File: src/rtl/mem_access_pkg.sv
// Shared types and constants for mem_access_unit and its byte-lane helper.
package mem_access_pkg;

  typedef enum logic [1:0] {
    SZ_WORD    = 2'b00,
    SZ_HALF    = 2'b01,
    SZ_BYTE    = 2'b10,
    SZ_ILLEGAL = 2'b11
  } size_e;

  typedef enum logic [1:0] {
    IDLE,
    READ,
    WRITE,
    RESP
  } state_e;

  // Legal bounds of the memory read latency; the counter is 3 bits wide.
  localparam int unsigned RD_LAT_MIN = 1;
  localparam int unsigned RD_LAT_MAX = 7;

endpackage

File: src/rtl/byte_lane_merge.sv
// Big-endian byte/half lane handling: load extract with sign/zero extension,
// and store merge of new right-justified data into an old word.
module byte_lane_merge
  import mem_access_pkg::*;
(
  input  logic [31:0] old_word,
  input  logic [31:0] new_data,
  input  logic [1:0]  offset,
  input  size_e       size,
  input  logic        sign_ext,
  output logic [31:0] load_data,
  output logic [31:0] store_word
);

  logic [7:0]  byte_sel;
  logic [15:0] half_sel;

  always_comb begin
    case (offset)
      2'd0:    byte_sel = old_word[31:24];
      2'd1:    byte_sel = old_word[23:16];
      2'd2:    byte_sel = old_word[15:8];
      default: byte_sel = old_word[7:0];
    endcase
    // Halves use offset[1] alone, so a misaligned half silently truncates.
    half_sel = offset[1] ? old_word[15:0] : old_word[31:16];
  end

  always_comb begin
    load_data  = old_word;
    store_word = old_word;
    case (size)
      SZ_BYTE: begin
        load_data = {{24{sign_ext & byte_sel[7]}}, byte_sel};
        case (offset)
          2'd0:    store_word[31:24] = new_data[7:0];
          2'd1:    store_word[23:16] = new_data[7:0];
          2'd2:    store_word[15:8]  = new_data[7:0];
          default: store_word[7:0]   = new_data[7:0];
        endcase
      end
      SZ_HALF: begin
        load_data = {{16{sign_ext & half_sel[15]}}, half_sel};
        if (offset[1]) store_word[15:0]  = new_data[15:0];
        else           store_word[31:16] = new_data[15:0];
      end
      default: begin
        load_data  = old_word;
        store_word = new_data;
      end
    endcase
  end

endmodule

File: src/rtl/mem_access_unit.sv
// Byte-addressed load/store responder over a word-wide synchronous memory.
// MEM_ACCESS_ALIGN_CHECK_EN enables alignment/size error detection.
module mem_access_unit
  import mem_access_pkg::*;
#(
  parameter int unsigned RD_LAT = 1
) (
  input  logic        clk,
  input  logic        reset_n,
  input  logic        req_valid,
  output logic        req_ready,
  input  logic        req_we,
  input  logic [1:0]  req_size,
  input  logic        req_signed,
  input  logic [31:0] req_addr,
  input  logic [31:0] req_wdata,
  output logic        rsp_valid,
  output logic [31:0] rsp_rdata,
  output logic        rsp_err,
  output logic [31:0] mem_addr,
  output logic        mem_wr,
  output logic [31:0] mem_wdata,
  input  logic [31:0] mem_rdata
);

  localparam int unsigned LAT = (RD_LAT < RD_LAT_MIN) ? RD_LAT_MIN :
                                (RD_LAT > RD_LAT_MAX) ? RD_LAT_MAX : RD_LAT;
  localparam logic [2:0]  CNT_INIT = 3'(LAT - 1);

  state_e      state_q, state_d;
  logic        we_q, we_d;
  logic        sign_q, sign_d;
  size_e       size_q, size_d;
  logic [1:0]  off_q, off_d;
  logic [31:0] wdata_q, wdata_d;
  logic [2:0]  cnt_q, cnt_d;
  logic [31:0] maddr_q, maddr_d;
  logic [31:0] mwdata_q, mwdata_d;
  logic [31:0] rdata_q, rdata_d;
  logic [31:0] ld_data;
  logic [31:0] st_word;
  size_e       req_size_n;

`ifdef MEM_ACCESS_ALIGN_CHECK_EN
  logic err_q, err_d;
  logic req_err;

  always_comb begin
    req_size_n = size_e'(req_size);
    req_err    = (req_size == SZ_ILLEGAL) ||
                 ((req_size == SZ_HALF) && req_addr[0]) ||
                 ((req_size == SZ_WORD) && (req_addr[1:0] != 2'b00));
  end
`else
  always_comb begin
    req_size_n = (req_size == SZ_ILLEGAL) ? SZ_WORD : size_e'(req_size);
  end
`endif

  // The lane helper always sees live memory data; results are captured on
  // the last READ cycle (load result or merged store word).
  byte_lane_merge u_lanes (
    .old_word   (mem_rdata),
    .new_data   (wdata_q),
    .offset     (off_q),
    .size       (size_q),
    .sign_ext   (sign_q),
    .load_data  (ld_data),
    .store_word (st_word)
  );

  always_comb begin
    state_d  = state_q;
    we_d     = we_q;
    sign_d   = sign_q;
    size_d   = size_q;
    off_d    = off_q;
    wdata_d  = wdata_q;
    cnt_d    = cnt_q;
    maddr_d  = maddr_q;
    mwdata_d = mwdata_q;
    rdata_d  = rdata_q;
`ifdef MEM_ACCESS_ALIGN_CHECK_EN
    err_d    = err_q;
`endif
    case (state_q)
      IDLE: begin
        if (req_valid) begin
          we_d    = req_we;
          sign_d  = req_signed;
          size_d  = req_size_n;
          off_d   = req_addr[1:0];
          wdata_d = req_wdata;
          cnt_d   = CNT_INIT;
          rdata_d = '0;
`ifdef MEM_ACCESS_ALIGN_CHECK_EN
          err_d   = req_err;
          if (req_err) begin
            state_d = RESP;
          end else
`endif
          begin
            maddr_d = {req_addr[31:2], 2'b00};
            if (req_we && (req_size_n == SZ_WORD)) begin
              mwdata_d = req_wdata;
              state_d  = WRITE;
            end else begin
              state_d  = READ;
            end
          end
        end
      end
      READ: begin
        if (cnt_q == 3'd0) begin
          if (we_q) begin
            mwdata_d = st_word;
            state_d  = WRITE;
          end else begin
            rdata_d  = ld_data;
            state_d  = RESP;
          end
        end else begin
          cnt_d = cnt_q - 3'd1;
        end
      end
      WRITE:   state_d = RESP;
      RESP:    state_d = IDLE;
      default: state_d = IDLE;
    endcase
  end

  always_ff @(posedge clk or negedge reset_n) begin
    if (!reset_n) begin
      state_q  <= IDLE;
      we_q     <= 1'b0;
      sign_q   <= 1'b0;
      size_q   <= SZ_WORD;
      off_q    <= '0;
      wdata_q  <= '0;
      cnt_q    <= '0;
      maddr_q  <= '0;
      mwdata_q <= '0;
      rdata_q  <= '0;
`ifdef MEM_ACCESS_ALIGN_CHECK_EN
      err_q    <= 1'b0;
`endif
    end else begin
      state_q  <= state_d;
      we_q     <= we_d;
      sign_q   <= sign_d;
      size_q   <= size_d;
      off_q    <= off_d;
      wdata_q  <= wdata_d;
      cnt_q    <= cnt_d;
      maddr_q  <= maddr_d;
      mwdata_q <= mwdata_d;
      rdata_q  <= rdata_d;
`ifdef MEM_ACCESS_ALIGN_CHECK_EN
      err_q    <= err_d;
`endif
    end
  end

  // Strobes decode straight from state so an async reset drops them at once.
  assign req_ready = (state_q == IDLE);
  assign rsp_valid = (state_q == RESP);
  assign mem_wr    = (state_q == WRITE);
  assign mem_addr  = maddr_q;
  assign mem_wdata = mwdata_q;
  assign rsp_rdata = rsp_valid ? rdata_q : '0;
`ifdef MEM_ACCESS_ALIGN_CHECK_EN
  assign rsp_err   = rsp_valid & err_q;
`else
  assign rsp_err   = 1'b0;
`endif

endmodule

File: config.mk
export PLATFORM = sky130hd
export DESIGN_NAME = mem_access_unit
export DESIGN_NICKNAME = d
export VERILOG_FILES = /design/src/rtl/mem_access_pkg.sv /design/src/rtl/byte_lane_merge.sv /design/src/rtl/mem_access_unit.sv
export SDC_FILE = /design/constraint.sdc
export NUM_CORES = 1
export LEC_CHECK = 0
export BUFFER_PORTS_ARGS = -buffer_cell sky130_fd_sc_hd__buf_2
export CELL_PAD_IN_SITES_DETAIL_PLACEMENT = 1
export CELL_PAD_IN_SITES_GLOBAL_PLACEMENT = 1
export CORE_MARGIN = 2
export CORE_UTILIZATION = 45
export CTS_BUF_LIST = sky130_fd_sc_hd__clkbuf_8
export CTS_CLUSTER_SIZE = 10
export DETAILED_ROUTE_END_ITERATION = 6
export PLACE_DENSITY = 0.95
export SYNTH_ARGS = -nofsm -noshare
export SYNTH_HDL_FRONTEND = slang
export SYNTH_SLANG_ARGS = --single-unit
File: constraint.sdc
create_clock -name clk -period 5.21 [get_ports clk]
set_input_delay 0 -clock clk [delete_from_list [all_inputs] [get_ports clk]]
set_output_delay 0 -clock clk [all_outputs]
set_load 0.05 [all_outputs]
==> impl_metrics.yaml <==
run_status:
  status: "completed"
yosys:
  synth_area_leaders: "dfrtp_1 (48%), mux2_2 (12%), o21ai_0 (4.5%)"
  synth_commonest_cells: "dfrtp_1 (137), mux2_2 (78), o21ai_0 (64)"
  yosys_warnings: 0
  synth_area_um2: 7150
  yosysSeqAreaShare_pct: 47.9
  ys_types: 48
  synth_edf_count: 0
  yosysTopAreaCellShare_pct: 47.9
  async_flop_share_pct: 100
  ys_ff_latch: 137
  netlist_instances: 659
  synth_ff_type: "dfrtp_1"
  yosysMostFrequentCell: "dfrtp_1"
  syn_area_per_cell_um2: 10.9
  synth_area_leader_cell: "dfrtp_1"
cts:
  cts_tree: "done"
  cts.path.max_buffers: 2
  htreeDepth: 4
  tritoncts.num_buffers: 17
  cts_root_buffer: "clkbuf_8"
  cts-resized-gates: 0
  ctsHoldBuffers: 102
  cts.sinks: 137
  path_clk_slew_ps: 110
  insertion_delay_ps: 500
  post_cts_buffers: 0
floorplan:
  die_height_um: 130
  start_util_pct: 45.5
  die_w_um: 130
  dieArea_um2: 16900
  core-area_um2: 15700
  num_rows: 46
  io_pins: 203
sta:
  skew_ps: 29.1
  fmax_ghz: 0.309
  setup_tns_ps: 0
  grt_setup_unrepaired: "false"
  tightest_slew_ps: 1080
  slew_headroom_pct: 28.1
  setup_viol: 0
  min_period_ps: 3240
  setup_ws_ps: 1970
  report.final.slew_viol_count: 0
  period_share_pct: 62.2
  hold_violations: 0
worst_setup_path:
  cp_slowest_cell: "a2bb2oi_4"
  worstPathMaxFanout: 25
  path_class: "reg2reg"
  arrival_ps: 3590
  start_kind: "register"
  max_stage_delay_ps: 590
  cp_top_family: "compound AO/OA/AOI/OAI gates"
  crit_chain: "inv_1, ha_1, nor2b_1, a2bb2oi_4, buf_4, mux2i_1, o31ai_1"
  cp.buffers_inverters: 2
  critPathRequiredTime_ps: 5560
  end_kind: "register"
placed_design:
  post-place-ws_ps: 2220
  portBuffers: 199
  hpwl_mm: 17.5
  place_congestion: 0.931
routing:
  routedWlPerCell_um: 27.1
  drc: 0
  firstDrtPassIters: 6
  viasPerCell: 6.30
  drtIter0Drc: 789
  ant_nets: 0
  vias: 7350
  totalWireLength_mm: 31.7
power_and_ir_drop:
  leakagePower_nw: 4.43
  peakVddDrop_mv: 0.491
  power_density_nw_per_um2: 722
grt:
  grt_pass1_vias: 7893
  grt_remaining_overflow: 0
  grt_pass1_wl_mm: 47.6
  grt_max_degree: 71
  grtUsageTotal_pct: 38.4
  antenna_found_initial: 3
finish:
  nNetsFinal: 1047
  area_growth_pct: 34.8
  layout-drive-gt1-share_pct: 34.8
run:
  cap_violations: 0
hold_path:
  hold_class: "in2async"
-- per-layer routing --
metal	wire length, um	track usage, %	part of all wire, %
met5	0	0	0
met3	3090	10.7	9.8
met2	14800	61.4	47
met1	11600	46.2	37
met4	2200	23.9	7.0
-- cells by family after synthesis --
family / synth area share [%]
other cells: 0.0524
compound gates: 18.5
flops: 47.9
simple gates: 10.1
fa+ha+maj: 1.75
buf+inv: 5.83
mux: 15.9
-- final cells by class --
| cell class | count | area [um2] |
|---|---|---|
| antenna | 3 | 7.51 |
| clock buffer | 18 | 248 |
| sequential | 137 | 3430 |
| tap | 216 | 270 |
| fill | 1748 | 6070 |
| timing repair buffer | 308 | 2080 |
| multi-input combinational | 436 | 3330 |
| inverter | 34 | 128 |
| clock inverter | 14 | 148 |
-- stage by stage --
| step | power (W) | instance area [um2] | utilization, % | hold slack [ps] | instances |
|---|---|---|---|---|---|
| after detailed placement | 0.00554 | 8210 | 52.2 | 47.4 | 1028 |
| after floorplan | 0.00462 | 7160 | - | -296 | 661 |
| final | 0.00696 | 9640 | 61.4 | 91.6 | 1166 |
| after CTS | 0.00660 | 9620 | 61.2 | 107 | 1162 |
| after global placement | 0.00535 | 8210 | 52.2 | 34.9 | 1028 |
| after global routing | 0.00721 | 9640 | 61.3 | 132 | 1163 |
-- state kept, by name (all words and copies together) (netlist names) --
signal and flops:
cnt_q 3, mem_addr 30, mem_wdata 32, off_q 2, rdata_q 32, sign_q 1
size_q 2, state_q 2, wdata_q 32, we_q 1
-- layout by cell type, fill, tap and decap left out, types with 12 or more instances in the layout --
cell | netlist | final
nand2_1 | 23 | 22
inv_1 | 34 | 36
a221oi_1 | 33 | 33
mux2i_1 | 26 | 26
nor2_1 | 20 | 20
and2_1 | 32 | 32
clkbuf_8 | 0 | 18
a221o_1 | 14 | 14
nor3_1 | 12 | 12
dlygate4sd3_1 | 0 | 102
a21oi_1 | 13 | 13
o21ai_0 | 64 | 64
buf_2 | 15 | 198
mux2_2 | 78 | 78
nor2b_1 | 22 | 22
dfrtp_1 | 137 | 137
-- power breakdown --
group / switching (W) / internal (W) / total (W)
sequential: 0.000491 / 0.00158 / 0.00207
clock: 0.000510 / 0.000441 / 0.000950
combinational: 0.00277 / 0.00117 / 0.00394
-- worst paths after layout --
check                              from       endpoint  slack [ps]  cells after the start
setup / recovery             state_q[0]  mem_wdata[24]        1970                      7
hold / removal                  reset_n   mem_addr[17]          90                      2
setup reg to reg             state_q[0]  mem_wdata[24]        1970                      7
hold reg to reg             rdata_q[13]    rdata_q[13]         480                      2
max in group asynchronous       reset_n  mem_wdata[31]        3740                      3
min in group clk           req_addr[31]   mem_addr[31]         290                      3
No activity file was read; power rests on OpenSTA's default activity.
